### src/rtl/board_controller.sv
// Game sequencer for a 5x5 board: cursor moves, marker placement, turn order and win/draw scan.
// States: PLAY (accept moves/places) | CHECK (scan one start cell per cycle) | DONE (result held).
module board_controller #(
    parameter int WIN_LEN     = 4,
    parameter int CURSOR_WRAP = 1
) (
    input  logic        clk_display,
    input  logic        clr_n,
    input  logic        btn_up,
    input  logic        btn_down,
    input  logic        btn_left,
    input  logic        btn_right,
    input  logic        btn_place,
    input  logic        new_game,
    output logic [74:0] board_flat,
    output logic [2:0]  cursor_row,
    output logic [2:0]  cursor_col,
    output logic [1:0]  current_player,
    output logic        busy,
    output logic [1:0]  winner
);

    localparam logic [1:0] S_PLAY  = 2'd0;
    localparam logic [1:0] S_CHECK = 2'd1;
    localparam logic [1:0] S_DONE  = 2'd2;

    logic [1:0]  state_q,  state_d;
    logic [74:0] board_q,  board_d;
    logic [2:0]  row_q,    row_d;
    logic [2:0]  col_q,    col_d;
    logic [1:0]  player_q, player_d;
    logic [1:0]  winner_q, winner_d;
    logic [4:0]  moves_q,  moves_d;
    logic [4:0]  scan_q,   scan_d;
    logic [4:0]  hist_q;

    logic [4:0] btn_vec;
    logic [4:0] ev;
    logic [2:0] cells [25];
    logic [4:0] cur_idx;
    logic       hit;

    // Bit order: 0 up, 1 down, 2 left, 3 right, 4 place
    assign btn_vec = {btn_place, btn_right, btn_left, btn_down, btn_up};
    assign ev      = btn_vec & ~hist_q;
    assign cur_idx = {2'b00, row_q} * 5'd5 + {2'b00, col_q};

    always_comb begin
        for (int i = 0; i < 25; i++) begin
            cells[i] = board_q[3*i +: 3];
        end
    end

    function automatic logic [2:0] step_dec(input logic [2:0] v);
        if (v == 3'd0) return (CURSOR_WRAP != 0) ? 3'd4 : 3'd0;
        return v - 3'd1;
    endfunction

    function automatic logic [2:0] step_inc(input logic [2:0] v);
        if (v == 3'd4) return (CURSOR_WRAP != 0) ? 3'd0 : 3'd4;
        return v + 3'd1;
    endfunction

    // Signed coordinates so that stepping left from column 0 leaves the board instead of wrapping
    always_comb begin
        int  r0, c0, rr, cc, dr, dc;
        logic run;
        hit = 1'b0;
        r0  = int'(scan_q) / 5;
        c0  = int'(scan_q) % 5;
        for (int d = 0; d < 4; d++) begin
            dr  = (d == 0) ? 0 : 1;
            dc  = (d == 0) ? 1 : (d == 1) ? 0 : (d == 2) ? 1 : -1;
            run = 1'b1;
            for (int k = 0; k < WIN_LEN; k++) begin
                rr = r0 + k * dr;
                cc = c0 + k * dc;
                if (rr < 0 || rr > 4 || cc < 0 || cc > 4) begin
                    run = 1'b0;
                end else if (cells[5'(rr * 5 + cc)] != {1'b0, player_q}) begin
                    run = 1'b0;
                end
            end
            if (run) hit = 1'b1;
        end
    end

    always_comb begin
        state_d  = state_q;
        board_d  = board_q;
        row_d    = row_q;
        col_d    = col_q;
        player_d = player_q;
        winner_d = winner_q;
        moves_d  = moves_q;
        scan_d   = scan_q;
        if (new_game) begin
            state_d  = S_PLAY;
            board_d  = '0;
            row_d    = 3'd2;
            col_d    = 3'd2;
            player_d = 2'd1;
            winner_d = 2'd0;
            moves_d  = 5'd0;
            scan_d   = 5'd0;
        end else begin
            case (state_q)
                S_PLAY: begin
                    if (ev[4]) begin
                        if (cells[cur_idx] == 3'd0) begin
                            board_d[7'd3 * {2'b00, cur_idx} +: 3] = {1'b0, player_q};
                            moves_d = moves_q + 5'd1;
                            scan_d  = 5'd0;
                            state_d = S_CHECK;
                        end
                    end else if (ev[0]) begin
                        row_d = step_dec(row_q);
                    end else if (ev[1]) begin
                        row_d = step_inc(row_q);
                    end else if (ev[2]) begin
                        col_d = step_dec(col_q);
                    end else if (ev[3]) begin
                        col_d = step_inc(col_q);
                    end
                end
                S_CHECK: begin
                    if (hit) begin
                        winner_d = player_q;
                        state_d  = S_DONE;
                    end else if (scan_q == 5'd24) begin
                        if (moves_q == 5'd25) begin
                            winner_d = 2'd3;
                            state_d  = S_DONE;
                        end else begin
                            player_d = (player_q == 2'd1) ? 2'd2 : 2'd1;
                            state_d  = S_PLAY;
                        end
                    end else begin
                        scan_d = scan_q + 5'd1;
                    end
                end
                S_DONE: begin
                end
                default: state_d = S_PLAY;
            endcase
        end
    end

    always_ff @(posedge clk_display or negedge clr_n) begin
        if (!clr_n) begin
            state_q  <= S_PLAY;
            board_q  <= '0;
            row_q    <= 3'd2;
            col_q    <= 3'd2;
            player_q <= 2'd1;
            winner_q <= 2'd0;
            moves_q  <= 5'd0;
            scan_q   <= 5'd0;
            hist_q   <= 5'd0;
        end else begin
            state_q  <= state_d;
            board_q  <= board_d;
            row_q    <= row_d;
            col_q    <= col_d;
            player_q <= player_d;
            winner_q <= winner_d;
            moves_q  <= moves_d;
            scan_q   <= scan_d;
            hist_q   <= btn_vec;
        end
    end

    assign board_flat     = board_q;
    assign cursor_row     = row_q;
    assign cursor_col     = col_q;
    assign current_player = player_q;
    assign winner         = winner_q;
    assign busy           = (state_q == S_CHECK);

endmodule

### config.mk
export PLATFORM = sky130hd
export DESIGN_NAME = board_controller
export DESIGN_NICKNAME = d
export VERILOG_FILES = /design/src/rtl/board_controller.sv
export SDC_FILE = /design/constraint.sdc
export NUM_CORES = 1
export LEC_CHECK = 0
export BUFFER_PORTS_ARGS = -buffer_cell sky130_fd_sc_hd__buf_2
export CORE_MARGIN = 2
export CORE_UTILIZATION = 50
export CTS_CLUSTER_SIZE = 40
export DETAILED_ROUTE_END_ITERATION = 10
export GPL_TIMING_DRIVEN = 0
export PLACE_DENSITY = 0.74
export SLEW_MARGIN = 20
export SYNTH_ARGS = -nofsm -noshare
export SYNTH_HDL_FRONTEND = slang
export SYNTH_SLANG_ARGS = --single-unit
### constraint.sdc
create_clock -name clk_display -period 11.5 [get_ports clk_display]
set_input_delay 2.3 -clock clk_display [delete_from_list [all_inputs] [get_ports clk_display]]
set_output_delay 2.3 -clock clk_display [all_outputs]
set_load 0.01 [all_outputs]
Word-level counts from Yosys, hierarchy flattened:

Cells that the tools add are included.

* flip-flop bits (word level): 102
* input bits: 8
* output and inout port bits: 86
* word-level logic and storage cells: 334

* add/subtract/negate cells: 30
* multiply operators: 6
* div/mod/pow operators: 2
* $lt $le $gt $ge: 36
* eq/ne operators: 31
* shift-type cells: 2
* mux-type cells: 151
* bitwise gates (word level): 16
* reduce and logical (&&, ||, !) cells: 51

Operators by type and width (number)
* 32-bit by 4-bit greater-than comparator with 1-bit output, second input constant: 11
* 32-bit by 1-bit < comparator with 1-bit output, second input constant: 11
* 75-bit two-way mux: 4
* 3-bit binary-select mux with 5-bit select: 14
* 32-bit by 3-bit adder with 32-bit output, second input constant: 5
* 3-bit two-way mux: 48
* 32-bit by 4-bit multiplier with 5-bit output, second input constant: 4
* 32-bit by 2-bit adder with 32-bit output, second input constant: 3
* 5-bit by 6-bit greater-or-equal comparator with 1-bit output, second input constant: 13
* 75-bit bitwise mux: 1
* 3-bit by 9-bit variable shift with 75-bit output, first input constant: 1
* 3-bit by 9-bit indexed part select with 75-bit output: 1
* 5-bit NOT: 14
* 5-bit adder: 13
* 1-bit two-way mux: 56
* 5-bit two-way mux: 9
* 3-bit by 2-bit inequality test with 1-bit output: 13
* 2-bit two-way mux: 17
* 32-bit by 1-bit adder with 32-bit output, second input constant: 1
* 6-bit by 4-bit divider with 32-bit output, second input constant: 1
* 6-bit by 4-bit remainder unit with 32-bit output, second input constant: 1
* 1-bit logical OR: 30
* 3-bit nonzero test: 5
* 2-bit inequality test, second input constant: 6
* 24 further kinds: 43

Longest topological paths before layout:

* depth in word-level cells: 23
* depth in mapped cells: 37
* depth with buffers taken out: 33

Least setup slack after synthesis:

No wires, ideal clock.

* path type: reg-to-reg
* from: register scan_q[0]
* to: register player_q[1] (netlist: current_player[1])
* setup time: 125 ps
* arrival time: 9456 ps
* required time: 11375 ps
* slack: 1919 ps
* stages on the path, launching flop included: 37
* buffers on the path: 7
* clock period less this slack: 9581 ps
* cell sequence: dfrtp_1 -> clkbuf_1 -> buf_1 -> clkbuf_1 -> inv_1 -> ha_1 -> nand2_1 -> a21o_1 -> nand2_1 -> nor2_2 -> xnor2_1 -> ha_1 -> clkbuf_1 -> a21o_1 -> o21ai_1 -> or3_1 -> buf_4 -> clkinv_2 -> a21oi_1 -> inv_1 -> ha_1 -> clkbuf_1 -> xnor2_1 -> inv_1 -> ha_1 -> nor2b_1 -> o21a_1 -> nor2_1 -> mux4_2 -> mux2_2 -> or4_1 -> a211oi_1 -> nand4b_1 -> o31ai_4 -> buf_6 -> nor2_2 -> mux2_4

* word-level cells in the longest chain between the ends: 22
* elaborated cells between the ends (all ways): 179
* those cells by class: add/sub: 22; mul: 4; div: 2; order compare: 22; eq/ne: 15; mux: 69; bitwise: 13; reduce/logical: 32

Ends and longest elaborated chain
* start, declared: RTL line 34 `logic [4:0] scan_q, scan_d;`
* start signal, assigned: RTL line 168 `scan_q <= scan_d;`
* parallel branches: the longest is 21 deep, another holds 6-bit by 4-bit divider with 32-bit output
* 4-bit AND reduction (no line) (*)
* end signal, assigned: RTL line 165 `player_q <= player_d;`
* end, declared: RTL line 31 `logic [1:0] player_q, player_d;`

Mark *: on every way between the ends. The select of a mux whose other input is x is not followed.
A chain may end at the register's enable or synchronous reset.

Worst setup path in the final report:

Same ends and word-level chain as after synthesis.

==> impl_metrics.tcl <==
set metrics [dict create \
    vias 11100 \
    start_util_pct 51.4 \
    max_freq_mhz 92.3 \
    synthToLayoutAreaGrowth_pct 10.4 \
    critical_path_class "flip-flop to flip-flop" \
    cp_slowest_stage_delay_ns 0.59 \
    cts.clk_slew.worst_paths_ns 0.06 \
    clkLatencyLatePin_ns 0.34 \
    status "completed" \
    dr.pass1.iters 7 \
    post_drt_wl_per_cell_um 22.4 \
    diodes 0 \
    worst_pin_slew_ns 1.10 \
    cts-root-buf "clkbuf_16" \
    stdcell_area_um2 12500 \
    synth_top_area_share_pct 16.4 \
    met1_usage_pct 43.3 \
    drive_gt1_share_pct 18.2 \
    antenna_found_initial 0 \
    fillers 1950 \
    synth_cell_types 87 \
    multi_input_area_um2 8870 \
    use_met3_pct 5.46 \
    seq_area_um2 1930 \
    hold_viol 0 \
    drtIter0Drc 1240 \
    die_y_um 154 \
    grtUsageTotal_pct 30.9 \
    fp-row-count 54 \
    layout.cells.non_filler 1646 \
    gp_congestion 0.984 \
    grt-ovfl-total 0 \
    ys.flop_type "dfrtp_1" \
    power_frac_comb_pct 40.9 \
    ys_seq_elements 77 \
    rrSetupSlack_ns 0.67 \
    min_from "moves_q[4]" \
    min_period_over_period_pct 94.2 \
    hold_depth 2 \
    power_w 0.000968 \
    synthTopCellsByArea "dfrtp_1 (16%), mux4_2 (12%), ha_1 (10%), mux2i_1 (6.8%), xnor2_1 (4.1%)" \
    placed_cell_area_um2 12100 \
    postRouteAntennaNets 0 \
    core_um2 22000 \
    pwr-share-clk_pct 29.0 \
    hold_path_class "flip-flop to flip-flop" \
    ys_warn_count 0 \
    htreeDepth 3 \
    critical_path_buf_inv_count 10 \
    reg2reg_to "current_player[1]" \
    post-route-drc-count 0 \
    synth.cell_area_um2 11300 \
    layout.nets 1470 \
    busiest_layer "met2" \
    grt_start_max_net_pins 52 \
    vdd_ir_drop_max_v 0.000107 \
    cp_top_family "buffers and inverters" \
    clk_path_buf_depth 2 \
    dieArea_um2 23800 \
    dp_hpwl_um 28600 \
    arrival_ns 11.06 \
    path_max_fanout 15 \
    synth-edff-count 0 \
    setup_viol 0 \
    grt_pass1_wl_um 58400 \
    slew_viol_final 0 \
    maxCapViolations 0 \
    slew_headroom_pct 26.4 \
    grt_pass1_vias 10400 \
    clkSinkCount 77 \
    use_met2_pct 49.0 \
    die_x_um 154 \
    fin_crit_ns 10.83 \
    start_kind "flip-flop" \
    fin_skew_ns 0.00772 \
    synth_cells 1252 \
    cp-end-kind "flip-flop" \
    wl_um 36800 \
    portBuffers 68 \
    rsz0062_at_grt "no" \
    swShare_pct 38.6 \
    pwr-share-seq_pct 30.1 \
    regToRegStartpoint "scan_q[0]" \
    power_density_nw_per_um2 77.7 \
    switchingPower_w 0.000374 \
    p_int_w 0.000594 \
    cts_tree "yes" \
    cp.required_ns 11.73 \
    slowest_stage "mux4_2" \
    dp.cells 1626 \
    synth-async-reset-ratio_pct 100 \
    yosys.area.top_type "dfrtp_1" \
    viasPerCell 6.72 \
    rr_worst_depth 34 \
    boundaryPins 94 \
    whs_ns 0.544 \
    syn_avg_cell_area_um2 9.01 \
    p_leak_nw 5.42 \
    min_to "moves_q[4]" \
    cts_buffers 9 \
    ys_seq_area_share_pct 17.1 \
]
cell usage in the layout (no fill, tap or decap), types with 7 or more instances in the layout:
| cell | Yosys | routed |
|---|---|---|
| inv_1 | 49 | 49 |
| nand3_1 | 21 | 21 |
| clkbuf_16 | 0 | 9 |
| o31ai_1 | 8 | 8 |
| dfrtp_1 | 74 | 74 |
| ha_1 | 90 | 90 |
| nand2_1 | 74 | 74 |
| mux2i_1 | 77 | 77 |
| nand2b_1 | 15 | 15 |
| nor3_1 | 41 | 40 |
| o211ai_1 | 14 | 14 |
| and2_1 | 12 | 12 |
| mux4_2 | 62 | 62 |
| a31oi_1 | 13 | 13 |
| o22ai_1 | 7 | 7 |
| a211oi_1 | 19 | 19 |
| xor2_1 | 24 | 23 |
| fa_1 | 10 | 10 |
| a21oi_1 | 89 | 88 |
| nand4_1 | 13 | 13 |
| buf_2 | 7 | 75 |
| a22o_1 | 42 | 42 |
| xnor2_1 | 53 | 53 |
| a21o_1 | 24 | 24 |
| clkbuf_1 | 32 | 32 |
| buf_4 | 27 | 33 |
| mux2_2 | 31 | 31 |
| maj3_1 | 8 | 8 |
| buf_1 | 13 | 12 |
| nor4_1 | 9 | 8 |
| conb_1 | 1 | 25 |
| o21ai_0 | 50 | 50 |
| nor2_1 | 102 | 102 |
| nor2b_1 | 17 | 17 |
state kept, by name, indices dropped and copies added, names as in the netlist:
signal / count
current_player: 2
state_q: 2
moves_q: 5
winner: 2
cursor_col: 3
hist_q: 5
cursor_row: 3
board_flat: 50
scan_q: 5
worst max path at each step:
stage | end | startpoint | slack (ns) | depth (start not counted)
after floorplan | current_player[1] | scan_q[0] | 1.92 | 36
after global placement | current_player[1] | scan_q[0] | -0.78 | 34
after detailed placement | current_player[1] | scan_q[0] | -0.36 | 34
after CTS | current_player[1] | scan_q[0] | 0.12 | 36
after global routing | current_player[1] | scan_q[0] | 0.15 | 36
final | current_player[1] | scan_q[0] | 0.67 | 34
Yosys cell counts, types with 6 or more instances:
master / count
or4_1: 6
a211oi_1: 19
nand2_1: 74
fa_1: 10
xnor2_1: 53
dfrtp_1: 74
xor2_1: 24
a31oi_1: 13
nor2_1: 102
mux2i_1: 77
ha_1: 90
nor2b_1: 17
o21ai_0: 50
nand2b_1: 15
nand4_1: 13
and2_1: 12
o22ai_1: 7
a22o_1: 42
maj3_1: 8
mux2_2: 31
buf_4: 27
a21o_1: 24
nor4_1: 9
o31ai_1: 8
buf_2: 7
buf_1: 13
nand3_1: 21
mux4_2: 62
o211ai_1: 14
nor3_1: 41
a21oi_1: 89
clkbuf_1: 32
inv_1: 49
cell type report:
class	count	share of cell area, %
clock buffer	9	1.81
tap	280	2.81
multi-input combinational	1069	71.2
timing repair buffer	75	3.31
inverter	50	1.52
sequential	77	15.5
clock inverter	6	0.512
buffer	80	3.36
worst reg2reg max path, delay by kind of cell, from the launching register on:
kind                     cells  cell delay [ns]
AND/OR/NAND/NOR              6             1.21
flip-flops                   1             0.46
XOR/XNOR                     3             1.07
buffers and inverters       10             3.27
adder cells (fa/ha/maj)      4             1.27
AO/OA/AOI/OAI                8             2.45
multiplexers                 3             1.02
kinds of logic after synthesis:
logic type	Yosys count	share of synthesized area, %
multiplexers	173	22.6
XOR/XNOR	82	7.02
buffers and inverters	130	5.38
other	1	0.0332
AND/OR/NAND/NOR	348	15.3
AO/OA/AOI/OAI	333	20.1
flip-flops	77	17.1
adder cells (fa/ha/maj)	108	12.5
what timing repair did:
item	in CTS	in global routing
pin swaps	0	1
hold buffers	0	0
gates resized for setup	2	2
endpoints found under the setup margin	11	11
buffers inserted	0	5
per-layer routing:
| metal | up-vias | wire length [um] |
|---|---|---|
| met1 | 5290 | 14900 |
| li1 | 4912 | - |
| met2 | 751 | 16600 |
| met3 | 114 | 3980 |
| met4 | 0 | 1240 |
| met5 | - | 0 |
power groups by stage:
stage | clock network (W) | registers (W) | logic [W]
after floorplan | 0 | 0.000293 | 0.000288
after global routing | 0.000292 | 0.000292 | 0.000429
after global placement | 0 | 0.000296 | 0.000372
final | 0.000281 | 0.000292 | 0.000396
after detailed placement | 0 | 0.000296 | 0.000382
after CTS | 0.000280 | 0.000291 | 0.000385
through the flow:
stage,worst slack (ns),TNS [ns],utilization (%)
6_report,0.669,0,56.7
5_1_grt,0.153,0,56.7
4_1_cts,0.123,0,56.5
3_5_place_dp,-0.362,-2.45,55.1
3_3_place_gp,-0.781,-7.09,54.9
2_1_floorplan,1.92,0,-
Note: power is estimated with default switching activity, not from simulation.
